**src/rtl/echo_cancel_sequencer.sv**
```systemverilog
// Start/ready handshake sequencer for the per-sample echo-cancellation datapath.
// Optional per-stage timeout watchdog is built when ECHO_SEQ_TIMEOUT_EN is defined.
module echo_cancel_sequencer #(
   parameter int unsigned TRAIN_SAMPLES = 4000,
   parameter int unsigned WARMUP_FRAMES = 2,
   parameter int unsigned TIMEOUT       = 4095
) (
   input  logic        clk_operation,
   input  logic        rst,
   input  logic        enable,
   input  logic [12:0] sampling_cycle_counter,
   input  logic        retrain,
   input  logic        conv_ready_a,
   input  logic        conv_ready_b,
   input  logic        adapt_ready,
   input  logic        cancel_ready,
   output logic        conv_start,
   output logic        adapt_start,
   output logic        cancel_start,
   output logic        out_start,
   output logic        out_sel,
   output logic        sampling_en_cancel,
   output logic        sampling_en_adapt,
   output logic        training,
   output logic        busy,
   output logic        err_timeout,
   output logic        err_overrun,
   output logic [15:0] frame_count
);

   localparam logic [2:0] S_IDLE   = 3'd0;
   localparam logic [2:0] S_CONV   = 3'd1;
   localparam logic [2:0] S_ADAPT  = 3'd2;
   localparam logic [2:0] S_CANCEL = 3'd3;
   localparam logic [2:0] S_OUT    = 3'd4;

   localparam int unsigned WARM_MAX = 2 * WARMUP_FRAMES;
   localparam int unsigned WW       = $clog2(WARM_MAX + 1);

   logic [2:0]    state;
   logic          trig_cond;
   logic          trig_d;
   logic          trig;
   logic [1:0]    blank;
   logic          stage_rdy;
   logic          accept;
   logic          tmo_hit;
   logic          retrain_pend;
   logic          apply_rt;
   logic [WW-1:0] warm_cnt;
   logic [15:0]   fc_next;

   assign trig_cond          = enable && (sampling_cycle_counter == 13'd0);
   assign busy               = (state != S_IDLE);
   assign fc_next            = frame_count + 16'd1;
   assign sampling_en_cancel = (warm_cnt >= WW'(WARMUP_FRAMES));
   assign sampling_en_adapt  = (warm_cnt >= WW'(WARM_MAX));

   always_comb begin
      stage_rdy = 1'b0;
      case (state)
         S_CONV:   stage_rdy = conv_ready_a && conv_ready_b;
         S_ADAPT:  stage_rdy = adapt_ready;
         S_CANCEL: stage_rdy = cancel_ready;
         default:  stage_rdy = 1'b0;
      endcase
   end

   // A ready is only honoured once the 2-cycle blanking window after its start has expired.
   assign accept   = (blank == 2'd0) && stage_rdy;
   assign apply_rt = (retrain || retrain_pend) &&
                     ((state == S_IDLE) || (state == S_OUT) || tmo_hit);

`ifdef ECHO_SEQ_TIMEOUT_EN
   localparam int unsigned TW = $clog2(TIMEOUT + 1);
   logic [TW-1:0] tcnt;
   logic          waiting;

   assign waiting = (state == S_CONV) || (state == S_ADAPT) || (state == S_CANCEL);
   assign tmo_hit = waiting && !accept && (tcnt == TW'(TIMEOUT - 1));

   always_ff @(posedge clk_operation or posedge rst) begin
      if (rst) begin
         tcnt        <= '0;
         err_timeout <= 1'b0;
      end else begin
         if (!waiting || accept || tmo_hit) tcnt <= '0;
         else                               tcnt <= tcnt + TW'(1);
         if (tmo_hit) err_timeout <= 1'b1;
      end
   end
`else
   assign tmo_hit     = 1'b0;
   assign err_timeout = 1'b0;
`endif

   always_ff @(posedge clk_operation or posedge rst) begin
      if (rst) begin
         state        <= S_IDLE;
         trig_d       <= 1'b0;
         trig         <= 1'b0;
         blank        <= 2'd0;
         conv_start   <= 1'b0;
         adapt_start  <= 1'b0;
         cancel_start <= 1'b0;
         out_start    <= 1'b0;
         out_sel      <= 1'b0;
         training     <= 1'b1;
         frame_count  <= '0;
         retrain_pend <= 1'b0;
         err_overrun  <= 1'b0;
         warm_cnt     <= '0;
      end else begin
         trig_d       <= trig_cond;
         trig         <= trig_cond && !trig_d;
         conv_start   <= 1'b0;
         adapt_start  <= 1'b0;
         cancel_start <= 1'b0;
         out_start    <= 1'b0;
         if (blank != 2'd0) blank <= blank - 2'd1;
         if (trig && (warm_cnt != WW'(WARM_MAX))) warm_cnt <= warm_cnt + WW'(1);
         if (trig && busy) err_overrun <= 1'b1;

         // A retrain seen mid-sequence is parked until the FSM is back at IDLE.
         if (apply_rt) begin
            training     <= 1'b1;
            frame_count  <= '0;
            retrain_pend <= 1'b0;
         end else if (retrain) begin
            retrain_pend <= 1'b1;
         end

         case (state)
            S_IDLE: begin
               if (trig) begin
                  state      <= S_CONV;
                  conv_start <= 1'b1;
                  blank      <= 2'd2;
               end
            end
            S_CONV: begin
               if (accept) begin
                  blank <= 2'd2;
                  if (training) begin
                     state       <= S_ADAPT;
                     adapt_start <= 1'b1;
                  end else begin
                     state        <= S_CANCEL;
                     cancel_start <= 1'b1;
                  end
               end else if (tmo_hit) begin
                  state <= S_IDLE;
               end
            end
            S_ADAPT: begin
               if (accept) begin
                  state        <= S_CANCEL;
                  cancel_start <= 1'b1;
                  blank        <= 2'd2;
               end else if (tmo_hit) begin
                  state <= S_IDLE;
               end
            end
            S_CANCEL: begin
               if (accept) begin
                  state     <= S_OUT;
                  out_start <= 1'b1;
                  out_sel   <= training;
                  if (training) begin
                     frame_count <= fc_next;
                     if (fc_next == 16'(TRAIN_SAMPLES)) training <= 1'b0;
                  end
               end else if (tmo_hit) begin
                  state <= S_IDLE;
               end
            end
            S_OUT:   state <= S_IDLE;
            default: state <= S_IDLE;
         endcase
      end
   end

endmodule

```
**config.mk**
```make
export PLATFORM = sky130hd
export DESIGN_NAME = echo_cancel_sequencer
export DESIGN_NICKNAME = d
export VERILOG_FILES = /design/src/rtl/echo_cancel_sequencer.sv
export SDC_FILE = /design/constraint.sdc
export NUM_CORES = 1
export LEC_CHECK = 0
export CAP_MARGIN = 15
export CORE_ASPECT_RATIO = 0.5
export CORE_UTILIZATION = 44
export DETAILED_ROUTE_END_ITERATION = 16
export PLACE_DENSITY_LB_ADDON = 0.05
export RECOVER_POWER = 50
export SLEW_MARGIN = 15
export SYNTH_ARGS = -nofsm -noshare
export SYNTH_HDL_FRONTEND = slang
export SYNTH_SLANG_ARGS = --single-unit
```
**constraint.sdc**
```tcl
create_clock -name clk_operation -period 2.23 [get_ports clk_operation]
set_input_delay 0.669 -clock clk_operation [delete_from_list [all_inputs] [get_ports clk_operation]]
set_output_delay 0.669 -clock clk_operation [all_outputs]
set_load 0.01 [all_outputs]
```
# After elaboration in Yosys (flattened, before gate mapping)
# Cells that the tools add are included.
# W data, S select, Z words.
[totals] output_inout_bits=27 register_bits=34 word_cells=80 input_bits=21
[op_classes] reduce_logical=19 order_cmp=2 mux=32 add_sub_neg=3 n_eq_ne=10
[op_table] operator="$mux W16" count=4
[op_table] operator="$mux W1" count=17
[op_table] operator="$add A16 B1 Y16 const B" count=1
[op_table] operator="$eq A16 B12 Y1 const B" count=1
[op_table] operator="$logic_not A13 Y1" count=1
[op_table] operator="$mux W3" count=4
[op_table] operator="$pmux W3 S4" count=1
[op_table] operator="$ne A2 B2 Y1 const B" count=4
[op_table] operator="$logic_and A1 B1 Y1" count=7
[op_table] operator="$eq A3 B2 Y1 const B" count=2
[op_table] operator="$mux W2" count=3
[op_table] operator="$pmux W2 S2" count=1
[op_table] operator="$reduce_and A4 Y1" count=1
[op_table] operator="$reduce_bool A2 Y1" count=2
[op_table] operator="$add A3 B1 Y3 const B" count=1
[op_table] operator="$eq A3 B1 Y1 const B" count=1
[op_table] operator="$eq A3 B3 Y1 const B" count=1
[op_table] operator="$ge A3 B2 Y1 const B" count=1
[op_table] operator="$ge A3 B3 Y1 const B" count=1
[op_table] operator="$logic_not A3 Y1" count=1
[op_table] operator="$ne A3 B3 Y1 const B" count=1
[op_table] operator="$pmux W1 S3" count=1
[op_table] operator="$reduce_bool A3 Y1" count=1
[op_table] operator="$logic_not A2 Y1" count=1
[op_table] operator="other kinds (6)" count=7

# Longest topological paths before layout
# Gate-level depths: netlist of the first run.
[logic_depth] ltp_word=8 mapped_depth=8 mapped_depth_nobuf=6

# Worst setup path after synthesis of the first run
# OpenSTA, ideal clock, no wires.
[synth_path] kind="register -> register" startpoint="register frame_count[0]" endpoint="register training" n_path_buf=1 synth_period_minus_slack_ns=2.162 stages_incl_launch_ff=8 t_arrival_ns=2.079 setup_time_ns=0.083 required_time_ns=2.147 setup_slack_ns=0.068 cell_sequence="dfrtp_1 ha_1 clkbuf_1 inv_1 nor3_1 nand4_1 or4_1 o32a_1"
[synth_between] elab_chain_cells=6
[synth_rtl] element="start, declared" line="28" rtl="output logic [15:0] frame_count"
[synth_rtl] element="start signal, assigned" line="170" rtl="frame_count <= fc_next;"
[synth_rtl] element="$add A16 B1 Y16" line="55" rtl="assign fc_next = frame_count + 16'd1;"
[synth_rtl] element="$eq A16 B12 Y1" line="171" rtl="if (fc_next == 16'(TRAIN_SAMPLES)) training <= 1'b0;"
[synth_rtl] element="$mux W1" line="171"
[synth_rtl] element="$mux W1" line="169" rtl="if (training) begin"
[synth_rtl] element="$mux W1" line="165" rtl="if (accept) begin"
[synth_rtl] element="$mux W1" line="133" rtl="case (state)"
[synth_rtl] element="end signal, assigned" line="108" rtl="training <= 1'b1;"
[synth_rtl] element="end signal, assigned" line="126" rtl="training <= 1'b1;"
[synth_rtl] element="end signal, assigned" line="171"
[synth_rtl] element="end, declared" line="24" rtl="output logic training,"
# Every way passes these cells.
# A chain may end at the register's enable or synchronous reset.

# Worst setup path after layout of the first run
[layout_path] startpoint="register warm_cnt[1]" endpoint="output port sampling_en_cancel"
[layout_between] elab_chain_cells=1
[layout_rtl] element="start, declared" line="50" rtl="logic [WW-1:0] warm_cnt;"
[layout_rtl] element="start signal, assigned" line="121" rtl="if (trig && (warm_cnt != WW'(WARM_MAX))) warm_cnt <= warm_cnt + WW'(1);"
[layout_rtl] element="$ge A3 B2 Y1" line="56" rtl="assign sampling_en_cancel = (warm_cnt >= WW'(WARMUP_FRAMES));"
[layout_rtl] element="end, declared" line="22" rtl="output logic sampling_en_cancel,"
# Every way passes these cells.

==> impl_metrics.ini, run 1 <==
[grt]
grt.overflow.total = 0
antenna_found_initial = 0
grt_pass1_vias = 1668
grt.total_usage_pct = 22.4
grt_first_pass_wirelength_um = 7830
grt_start_max_net_pins = 35

[place]
hpwl_um = 3390
io_buffers = 46
gp_congestion = 0.856
dp_cells = 322

[critical_path]
worst_ep_required_time_ns = 1.56
crit_path_end_kind = output port
critPathArrivalTime_ns = 1.49
crit_fanout = 6
start_kind = flop
path_class = reg -> out
reg2reg_setup_slack_ns = 0.14

[drt]
wire_per_inst_um = 14.2
wirelength_um = 4700
avgViaCountPerCell = 5.61
ant_nets = 0
route.detailed.drc = 0
vias = 1850
first_pass_iters = 4
drt-initial-drc-count = 72

[sta]
drv_slew = 0
hold_ws_ns = 0.399
rsz0062_at_grt = no
post-route-min-period_ns = 2.15
worst_pin_slew_ns = 0.840
setup_viol = 0
slew-limit-headroom_pct = 44.0
hold_viol_final = 0
fin_crit_sh_pct = 96.6
skew_ns = 0.00696
fmax_mhz = 464

[cts]
cts_tree = yes
clockBufferDepth = 2
clk_latency_ns = 0.29
path_clk_slew_ns = 0.06
hold_buffers = 0
numClockSinks = 34
ctsRootBufferMaster = clkbuf_8
numCtsBuffers = 5
htreeDepth = 2

[status]
status = complete, no violations

[final_layout]
fin_nets = 300
nFillCells = 344
syn_to_final_growth_pct = 39.1
drive_above_1_share_pct = 13.0
diodes = 0
final_cells = 330
multi_input_area_um2 = 932
seq_area_um2 = 853

[yosys]
ys_ff_latch = 34
syn-cell-area_um2 = 1890
synthCells = 217
yosysUniqueCellTypes = 41
synth.top_cell.area_share_pct = 43.7
ys.flop_type = dfrtp_1
synthTopCellsByArea = dfrtp_1 44%, o21ai_0 8.7%, nor2_1 4.4%, nand2_1 3.4%, nand4_1 3.0%
syn_nets = 241
ys_top_cells_by_count = 33 x dfrtp_1, 33 x o21ai_0, 22 x nor2_1, 17 x nand2_1
synth_edf_count = 0
yosysWarnings = 0
ys_seq_area_share_pct = 45.1
yosysTopAreaCell = dfrtp_1
avgSynthCellArea_um2 = 8.71
async_flop_share_pct = 100

[worst_hold_path]
min_path_type = reg -> reg

[floorplan]
io-pin-count = 48
rows = 16
start_util_pct = 47.2
die_w_um = 94.7
dieArea_um2 = 4580
die_h_um = 48.3
core_area_um2 = 4000

[pwr]
power_leakage_nw = 1.15
ir_worst_vdd_mv = 0.317
power.total_mw = 2.12
p_per_area_nw_per_um2 = 808

[run]
max_cap_viol_count = 0
## critical path, cell delays in order, from the launching register on
cell and delay (ns):
dfrtp_2 0.44, ha_1 0.19, or3_1 0.29, dlygate4sd2_1 0.28
## logic make-up after synthesis
family / synth area share (%)
buffers and inverters: 5.96
AO/OA/AOI/OAI: 18.8
adder cells (fa/ha/maj): 1.99
AND/OR/NAND/NOR: 25.0
XOR/XNOR: 1.39
other: 0.198
multiplexers: 1.59
flip-flops: 45.1
## final cells by class
cell class | instances | share of cell area, %
Inverter | 10 | 1.43
Clock inverter | 1 | 1.14
Timing Repair Buffer | 69 | 23.8
Multi-Input combinational cell | 156 | 35.5
Sequential cell | 34 | 32.5
Tap cell | 54 | 2.57
Clock buffer | 6 | 3.14
## layer usage
metal / vias up / share of wire, % / track usage [%]
met5: - / 0 / 0
met4: 0 / 0.62 / 5.30
met3: 5 / 5.5 / 5.66
met2: 63 / 45 / 35.5
met1: 879 / 49 / 31.0
li1: 903 / - / -
## per-stage QoR
step                      setup TNS, ns  util, %  area [um2]  worst slack (ns)
final                                 0     65.6        2630            0.0752
after global routing                  0     65.6        2630           0.00638
after CTS                             0     65.4        2620            0.0330
after detailed placement          -1.53     62.6        2510            -0.211
after global placement            -1.36     62.6        2510            -0.172
after floorplan                       0        -        1890            0.0680
## path summary, 6_finish.rpt
check | startpoint | endpoint | cells past startpoint
worst max-delay path | warm_cnt[1] | sampling_en_cancel | 3
worst min-delay path | trig_d | trig | 1
worst max register to register | frame_count[4] | training | 5
worst min register to register | trig_d | trig | 1
max in group asynchronous | rst | warm_cnt[1] | 3
min in group asynchronous | rst | state[0] | 3
## cell usage in the layout, fill, tap and decap left out, types with 4 or more instances in the layout
cell type,instances
clkdlybuf4s50_1,42
o21ai_0,33
dfrtp_1,32
nor2_1,22
buf_4,20
nand2_1,16
inv_1,10
nand4_1,9
a31oi_1,8
a21oi_1,7
nor3_1,7
nand3_1,6
clkbuf_8,6
nor4_1,4
## timing repair
| item | CTS | global route |
|---|---|---|
| setup buffers | 0 | 1 |
| gates resized for setup | 2 | 3 |
| setup endpoints to repair | 2 | 2 |
## report_power, final
part | switching [mW] | total [mW] | internal, mW
combinational | 0.419 | 0.781 | 0.362
clock | 0.223 | 0.580 | 0.358
sequential | 0.0630 | 0.763 | 0.700
## flip-flops by register name, summed over array words and instances, names as in the netlist
signal        flops
retrain_pend      1
out_start         1
trig_d            1
err_overrun       1
frame_count      16
state             3
blank             2
adapt_start       1
training          1
warm_cnt          3
out_sel           1
conv_start        1
cancel_start      1
trig              1
(Power assumes the default switching activity.)
==> inputs of run 2 (changes only) <==
--- a/config.mk
+++ b/config.mk
@@ -11,7 +11,6 @@
 export DETAILED_ROUTE_END_ITERATION = 16
 export PLACE_DENSITY_LB_ADDON = 0.05
 export RECOVER_POWER = 50
-export SLEW_MARGIN = 15
 export SYNTH_ARGS = -nofsm -noshare
 export SYNTH_HDL_FRONTEND = slang
 export SYNTH_SLANG_ARGS = --single-unit
==> results of run 2 <==
Same layout as run 1: the final DEF is identical, and so are final timing and power.
